**config.mk**
```make
export PLATFORM = sky130hd
export DESIGN_NAME = mult_acc_pipe
export DESIGN_NICKNAME = d
export VERILOG_FILES = /design/src/rtl/mult_acc_pipe.sv
export SDC_FILE = /design/constraint.sdc
export NUM_CORES = 2
export LEC_CHECK = 0
export CAP_MARGIN = 10
export CELL_PAD_IN_SITES_DETAIL_PLACEMENT = 0
export CELL_PAD_IN_SITES_GLOBAL_PLACEMENT = 1
export CORE_ASPECT_RATIO = 0.7
export CORE_MARGIN = 2
export CORE_UTILIZATION = 49
export CTS_CLUSTER_SIZE = 20
export DETAILED_ROUTE_END_ITERATION = 6
export PLACE_DENSITY_LB_ADDON = 0.1
export RECOVER_POWER = 100
export SLEW_MARGIN = 30
export SYNTH_ARGS = -nofsm -noshare
export SYNTH_HDL_FRONTEND = slang
export SYNTH_SLANG_ARGS = --single-unit
```
**constraint.sdc**
```tcl
create_clock -name clk -period 8.3 [get_ports clk]
set_input_delay 1.66 -clock clk [delete_from_list [all_inputs] [get_ports clk]]
set_output_delay 1.66 -clock clk [all_outputs]
set_load 0.02 [all_outputs]
```
**src/rtl/mult_acc_pipe.sv**
```systemverilog
// rtl/mult_acc_pipe.sv - three-stage signed multiply-add / multiply-accumulate pipeline
module mult_acc_pipe #(
  parameter int A_DATA_WIDTH = 25,
  parameter int B_DATA_WIDTH = 18,
  parameter int C_DATA_WIDTH = 48,
  parameter int P_DATA_WIDTH = 48,
  parameter int ACC_LEN      = 16,
  parameter int SATURATE     = 0
) (
  input  logic                    clk,
  input  logic                    rst_n,
  input  logic                    in_valid,
  input  logic                    mode,
  input  logic                    clr,
  input  logic [A_DATA_WIDTH-1:0] a,
  input  logic [B_DATA_WIDTH-1:0] b,
  input  logic [C_DATA_WIDTH-1:0] c,
  output logic                    out_valid,
  output logic [P_DATA_WIDTH-1:0] p,
  output logic                    overflow
);

  localparam int AB_W  = A_DATA_WIDTH + B_DATA_WIDTH;
  localparam int CNT_W = (ACC_LEN > 1) ? $clog2(ACC_LEN) : 1;
  localparam logic [CNT_W-1:0] CNT_LAST = CNT_W'(ACC_LEN - 1);
  localparam logic signed [P_DATA_WIDTH-1:0] P_MAX = {1'b0, {(P_DATA_WIDTH-1){1'b1}}};
  localparam logic signed [P_DATA_WIDTH-1:0] P_MIN = {1'b1, {(P_DATA_WIDTH-1){1'b0}}};

  // stage 1
  logic                           s1_valid;
  logic                           s1_mode;
  logic                           s1_clr;
  logic signed [A_DATA_WIDTH-1:0] s1_a;
  logic signed [B_DATA_WIDTH-1:0] s1_b;
  logic signed [P_DATA_WIDTH-1:0] s1_c;

  // stage 2
  logic                           s2_valid;
  logic                           s2_mode;
  logic                           s2_clr;
  logic signed [P_DATA_WIDTH-1:0] s2_prod;
  logic signed [P_DATA_WIDTH-1:0] s2_c;

  // stage 3 state
  logic [CNT_W-1:0]               cnt;
  logic signed [P_DATA_WIDTH-1:0] acc;
  logic                           acc_ovf;

  // product operands widened first so the multiply keeps all A+B bits
  logic signed [AB_W-1:0]         a_ext;
  logic signed [AB_W-1:0]         b_ext;
  logic signed [AB_W-1:0]         prod_ab;

  // stage 3 combinational terms
  logic [CNT_W-1:0]               eff_cnt;
  logic                           start;
  logic                           last;
  logic signed [P_DATA_WIDTH-1:0] addend;
  logic signed [P_DATA_WIDTH-1:0] sum;
  logic signed [P_DATA_WIDTH-1:0] res;
  logic                           add_ovf;
  logic                           frame_ovf;

  assign a_ext   = AB_W'(s1_a);
  assign b_ext   = AB_W'(s1_b);
  assign prod_ab = a_ext * b_ext;

  // stage 1: capture inputs, sign-extend c to the result width
  always_ff @(posedge clk or negedge rst_n) begin
    if (!rst_n) begin
      s1_valid <= 1'b0;
      s1_mode  <= 1'b0;
      s1_clr   <= 1'b0;
      s1_a     <= '0;
      s1_b     <= '0;
      s1_c     <= '0;
    end else begin
      s1_valid <= in_valid;
      s1_mode  <= mode;
      s1_clr   <= clr;
      s1_a     <= a;
      s1_b     <= b;
      s1_c     <= P_DATA_WIDTH'($signed(c));
    end
  end

  // stage 2: register the full-precision product, carry c and control alongside
  always_ff @(posedge clk or negedge rst_n) begin
    if (!rst_n) begin
      s2_valid <= 1'b0;
      s2_mode  <= 1'b0;
      s2_clr   <= 1'b0;
      s2_prod  <= '0;
      s2_c     <= '0;
    end else begin
      s2_valid <= s1_valid;
      s2_mode  <= s1_mode;
      s2_clr   <= s1_clr;
      s2_prod  <= P_DATA_WIDTH'(prod_ab);
      s2_c     <= s1_c;
    end
  end

  // stage 3 datapath: clr or a mode-0 sample restarts the frame, so the effective
  // count is 0; a frame's first sample is seeded with c instead of the accumulator
  always_comb begin
    eff_cnt   = (s2_clr || !s2_mode) ? '0 : cnt;
    start     = (eff_cnt == '0);
    last      = !s2_mode || (eff_cnt == CNT_LAST);
    addend    = start ? s2_c : acc;
    sum       = s2_prod + addend;
    add_ovf   = (s2_prod[P_DATA_WIDTH-1] == addend[P_DATA_WIDTH-1]) &&
                (sum[P_DATA_WIDTH-1] != s2_prod[P_DATA_WIDTH-1]);
    res       = sum;
    if ((SATURATE != 0) && add_ovf) begin
      res = addend[P_DATA_WIDTH-1] ? P_MIN : P_MAX;
    end
    frame_ovf = start ? add_ovf : (acc_ovf | add_ovf);
  end

  // stage 3 registers: emit on the last sample of a frame (every sample in mode 0),
  // otherwise fold the sum into the accumulator; bubbles only honour clr
  always_ff @(posedge clk or negedge rst_n) begin
    if (!rst_n) begin
      cnt       <= '0;
      acc       <= '0;
      acc_ovf   <= 1'b0;
      p         <= '0;
      overflow  <= 1'b0;
      out_valid <= 1'b0;
    end else begin
      out_valid <= 1'b0;
      if (s2_valid) begin
        if (last) begin
          out_valid <= 1'b1;
          p         <= res;
          overflow  <= frame_ovf;
          cnt       <= '0;
        end else begin
          acc       <= res;
          acc_ovf   <= frame_ovf;
          cnt       <= eff_cnt + CNT_W'(1);
        end
      end else if (s2_clr) begin
        cnt <= '0;
      end
    end
  end

endmodule

```
==> flow_metrics.py <==
metrics = {
    "outcome": {
        "outcome": "complete, but fails checks",
        "violations": "max-capacitance violations, max-slew violations",
    },
    "synth": {
        "netlist_instances": 2777,
        "synth_area_leaders": "fa_1 (32%), dfrtp_1 (26%), inv_1 (7.3%)",
        "synth-edff-count": 0,
        "ys_warn_count": 0,
        "synth_top_area_share": 0.3198,
        "ys_ff_latch": 291,
        "synth_largest_area_cell": "fa_1",
        "ys.flop_type": "dfrtp_1",
        "async_flop_share": 1.000,
        "synthesis.area_um2": 27670,
        "synth_cell_types": 71,
        "avgSynthCellArea_um2": 9.964,
        "syn_nets": 3471,
        "ys_seq_area_frac": 0.2632,
    },
    "place": {
        "dp_hpwl_mm": 53.27,
        "portBuffers": 145,
        "gp_congestion": 0.8817,
        "dp.cells": 3558,
    },
    "setup_path": {
        "cp_cell_sequence": "clkbuf_1, nand2_1, fa_1, fa_1, inv_1, ha_1, inv_1, fa_1, inv_1, fa_1, inv_1, fa_1, inv_1, ha_1, a21o_1, a211o_1, a211oi_1, o31ai_1, a211oi_1, o21ai_1, a21oi_2, o31a_1, o21ai_1, xnor2_1",
        "critPathKind": "reg -> reg",
        "regToRegSetupSlack_ns": 0.80,
        "reg2reg_to": "s2_prod[42]",
        "critPathLaunch": "s1_b[1]",
        "cp_data_required_time_ns": 8.77,
        "arrival_ns": 7.97,
        "regToRegStartpoint": "s1_b[1]",
        "path_max_fanout": 14,
        "cp-endpoint": "s2_prod[42]",
        "max_stage_delay_ns": 0.70,
        "reg2reg_depth": 24,
        "start_kind": "flop",
        "endpoint_kind": "flop",
        "crit_slowest_cell": "clkbuf_1",
    },
    "clocking": {
        "clock_latency_ns": 0.62,
        "clock-sinks": 291,
        "htree_levels": 1,
        "cts_max_path_buffers": 3,
        "root_buffer": "clkbuf_16",
        "cts_resized": 0,
        "postCtsSetupRepairBufs": 0,
        "hold_buffers": 0,
        "cts_buffers": 30,
        "cts_tree": "built",
        "clk_pin_slew_worst_paths_ns": 0.07,
    },
    "cells_and_area": {
        "instances_no_fill": 3613,
        "fillers": 4941,
        "syn2layout_area_growth_pct": 10.65,
        "nets": 3546,
        "multi_input_area_um2": 17820,
        "drive_gt1_frac": 0.04212,
        "diodes": 0,
        "regArea_um2": 7286,
    },
    "timing": {
        "worst_pin_slew_ns": 3.729,
        "slew_headroom": -1.486,
        "setup-tns-final_ns": 0,
        "max_freq_mhz": 133.4,
        "finalSetupViolCount": 0,
        "period_share": 0.9035,
        "slew_viol_final": 406,
        "hold_viol": 0,
        "min_period_ns": 7.499,
        "finalClockSkew_ns": 0.04872,
        "rsz0062_at_grt": "no",
    },
    "routing": {
        "detail_route.wl_per_cell_um": 18.72,
        "via_count": 18750,
        "postRouteAntennaNets": 0,
        "drt_iter0_markers": 1035,
        "drc": 0,
        "drt_pre_antenna_iters": 5,
        "routed_wl_mm": 67.64,
        "vias_per_cell": 5.190,
    },
    "die": {
        "row_count": 72,
        "die-width_um": 288.0,
        "dieArea_um2": 58410,
        "design.portCount": 146,
        "die_y_um": 202.8,
        "initial_core_util": 0.4986,
        "coreArea_um2": 55490,
    },
    "global_routing": {
        "grt_usage": 0.2421,
        "gr-total-overflow": 0,
        "grt_pass1_wl_mm": 109.9,
        "grt_pass1_vias": 19790,
        "grt_antenna_before_repair": 4,
        "grt_max_degree": 173,
    },
    "worst_hold_path": {
        "worstHoldPathType": "reg -> reg",
    },
    "flow_run": {
        "drv_cap": 7,
    },
}
## flip-flops by register name, summed over array words and instances, names as in the netlist, 4 cells and up
| name | flops |
|---|---|
| acc | 48 |
| p | 48 |
| s1_c | 48 |
| s2_c | 48 |
| s2_prod | 43 |
| s1_a | 25 |
| s1_b | 18 |
| cnt | 4 |
## per-stage QoR
step                hold WS [ns]  instance area (µm²)    util  setup WS (ns)
floorplan                 0.3312                27670       -          2.116
global placement          0.3330                29730  0.5358          1.399
detailed placement        0.3347                29730  0.5358          1.232
CTS                       0.3422                30760  0.5542          1.128
global route              0.3528                30620  0.5517         0.4360
finish                    0.3338                30620  0.5517         0.8013
## cell type report
class                   count  area share
multi-input cells        1832      0.5822
flip-flops and latches    291      0.2380
inverters                 539     0.06608
repair buffers            158     0.05002
well taps                 740     0.03024
clock buffers              35     0.02579
clock inverters            18    0.007683
## per-layer routing
| metal | GRT usage | up-vias | share of wire |
|---|---|---|---|
| li1 | - | 8671 | - |
| met1 | 0.3850 | 9415 | 0.50 |
| met2 | 0.3413 | 606 | 0.40 |
| met3 | 0.05719 | 59 | 0.090 |
| met4 | 0.03553 | 0 | 0.011 |
| met5 | 0 | - | 0 |
## worst max-delay path, delay by kind of cell (launching register included)
family | cells | cell delay (ns)
xor+xnor | 1 | 0.13
compound gates | 9 | 2.26
buf+inv | 6 | 0.98
fa+ha+maj | 7 | 3.18
simple gates | 1 | 0.17
flops | 1 | 0.68
## cells in the mapped netlist, types with 3 or more instances
| cell | count |
|---|---|
| o21ai_0 | 106 |
| a211oi_1 | 10 |
| xnor2_1 | 52 |
| nand2b_1 | 13 |
| fa_1 | 442 |
| clkbuf_1 | 109 |
| nor2b_1 | 6 |
| mux2i_1 | 4 |
| a31o_2 | 5 |
| o21bai_1 | 16 |
| ha_1 | 156 |
| nor2_1 | 58 |
| a211oi_2 | 4 |
| a21oi_1 | 81 |
| and2_1 | 167 |
| and3_1 | 12 |
| nor3_1 | 14 |
| nand2_1 | 412 |
| a21o_1 | 54 |
| dfrtp_1 | 291 |
| xor2_1 | 35 |
| a31oi_4 | 4 |
| o21ai_1 | 27 |
| o211ai_1 | 8 |
| o31ai_1 | 8 |
| buf_1 | 5 |
| o21a_1 | 9 |
| nand3_1 | 14 |
| inv_1 | 539 |
| mux2_2 | 49 |
| a31oi_1 | 6 |
| a21oi_2 | 3 |
| nand4_1 | 10 |
## how the worst min path moves through the flow
| stage | from | to | cells past startpoint |
|---|---|---|---|
| finish | s1_c[0] | s2_c[0] | 0 |
| CTS | s1_c[0] | s2_c[0] | 0 |
| global route | s1_c[0] | s2_c[0] | 0 |
| global placement | s1_c[25] | s2_c[25] | 0 |
| detailed placement | s1_c[35] | s2_c[35] | 0 |
| floorplan | s1_c[0] | s2_c[0] | 0 |
## cells in the final DEF, fill, tap and decap left out, drive strengths merged, types with 43 or more instances in the layout
cell type / instances
a21oi: 84
clkbuf: 43
dlygate4sd3: 144
o21ai: 134
xnor2: 52
a21o: 54
mux2: 49
fa: 442
ha: 156
and2: 167
inv: 543
dfrtp: 291
nor2: 59
nand2: 412
## kinds of logic (layout without fill, tap and decap cells)
family          after synthesis  count (layout)  share of synthesized area
mux                          53              53                    0.02139
xor+xnor                     87              87                    0.02754
buf+inv                     654             750                    0.08877
simple gates                719             719                     0.1194
fa+ha+maj                   598             598                     0.3903
compound gates              375             375                    0.08940
flops                       291             291                     0.2632
Power is left out: the tool's default activity adds up to more than one toggle a clock period on the data nets, which glitch-free logic cannot reach.
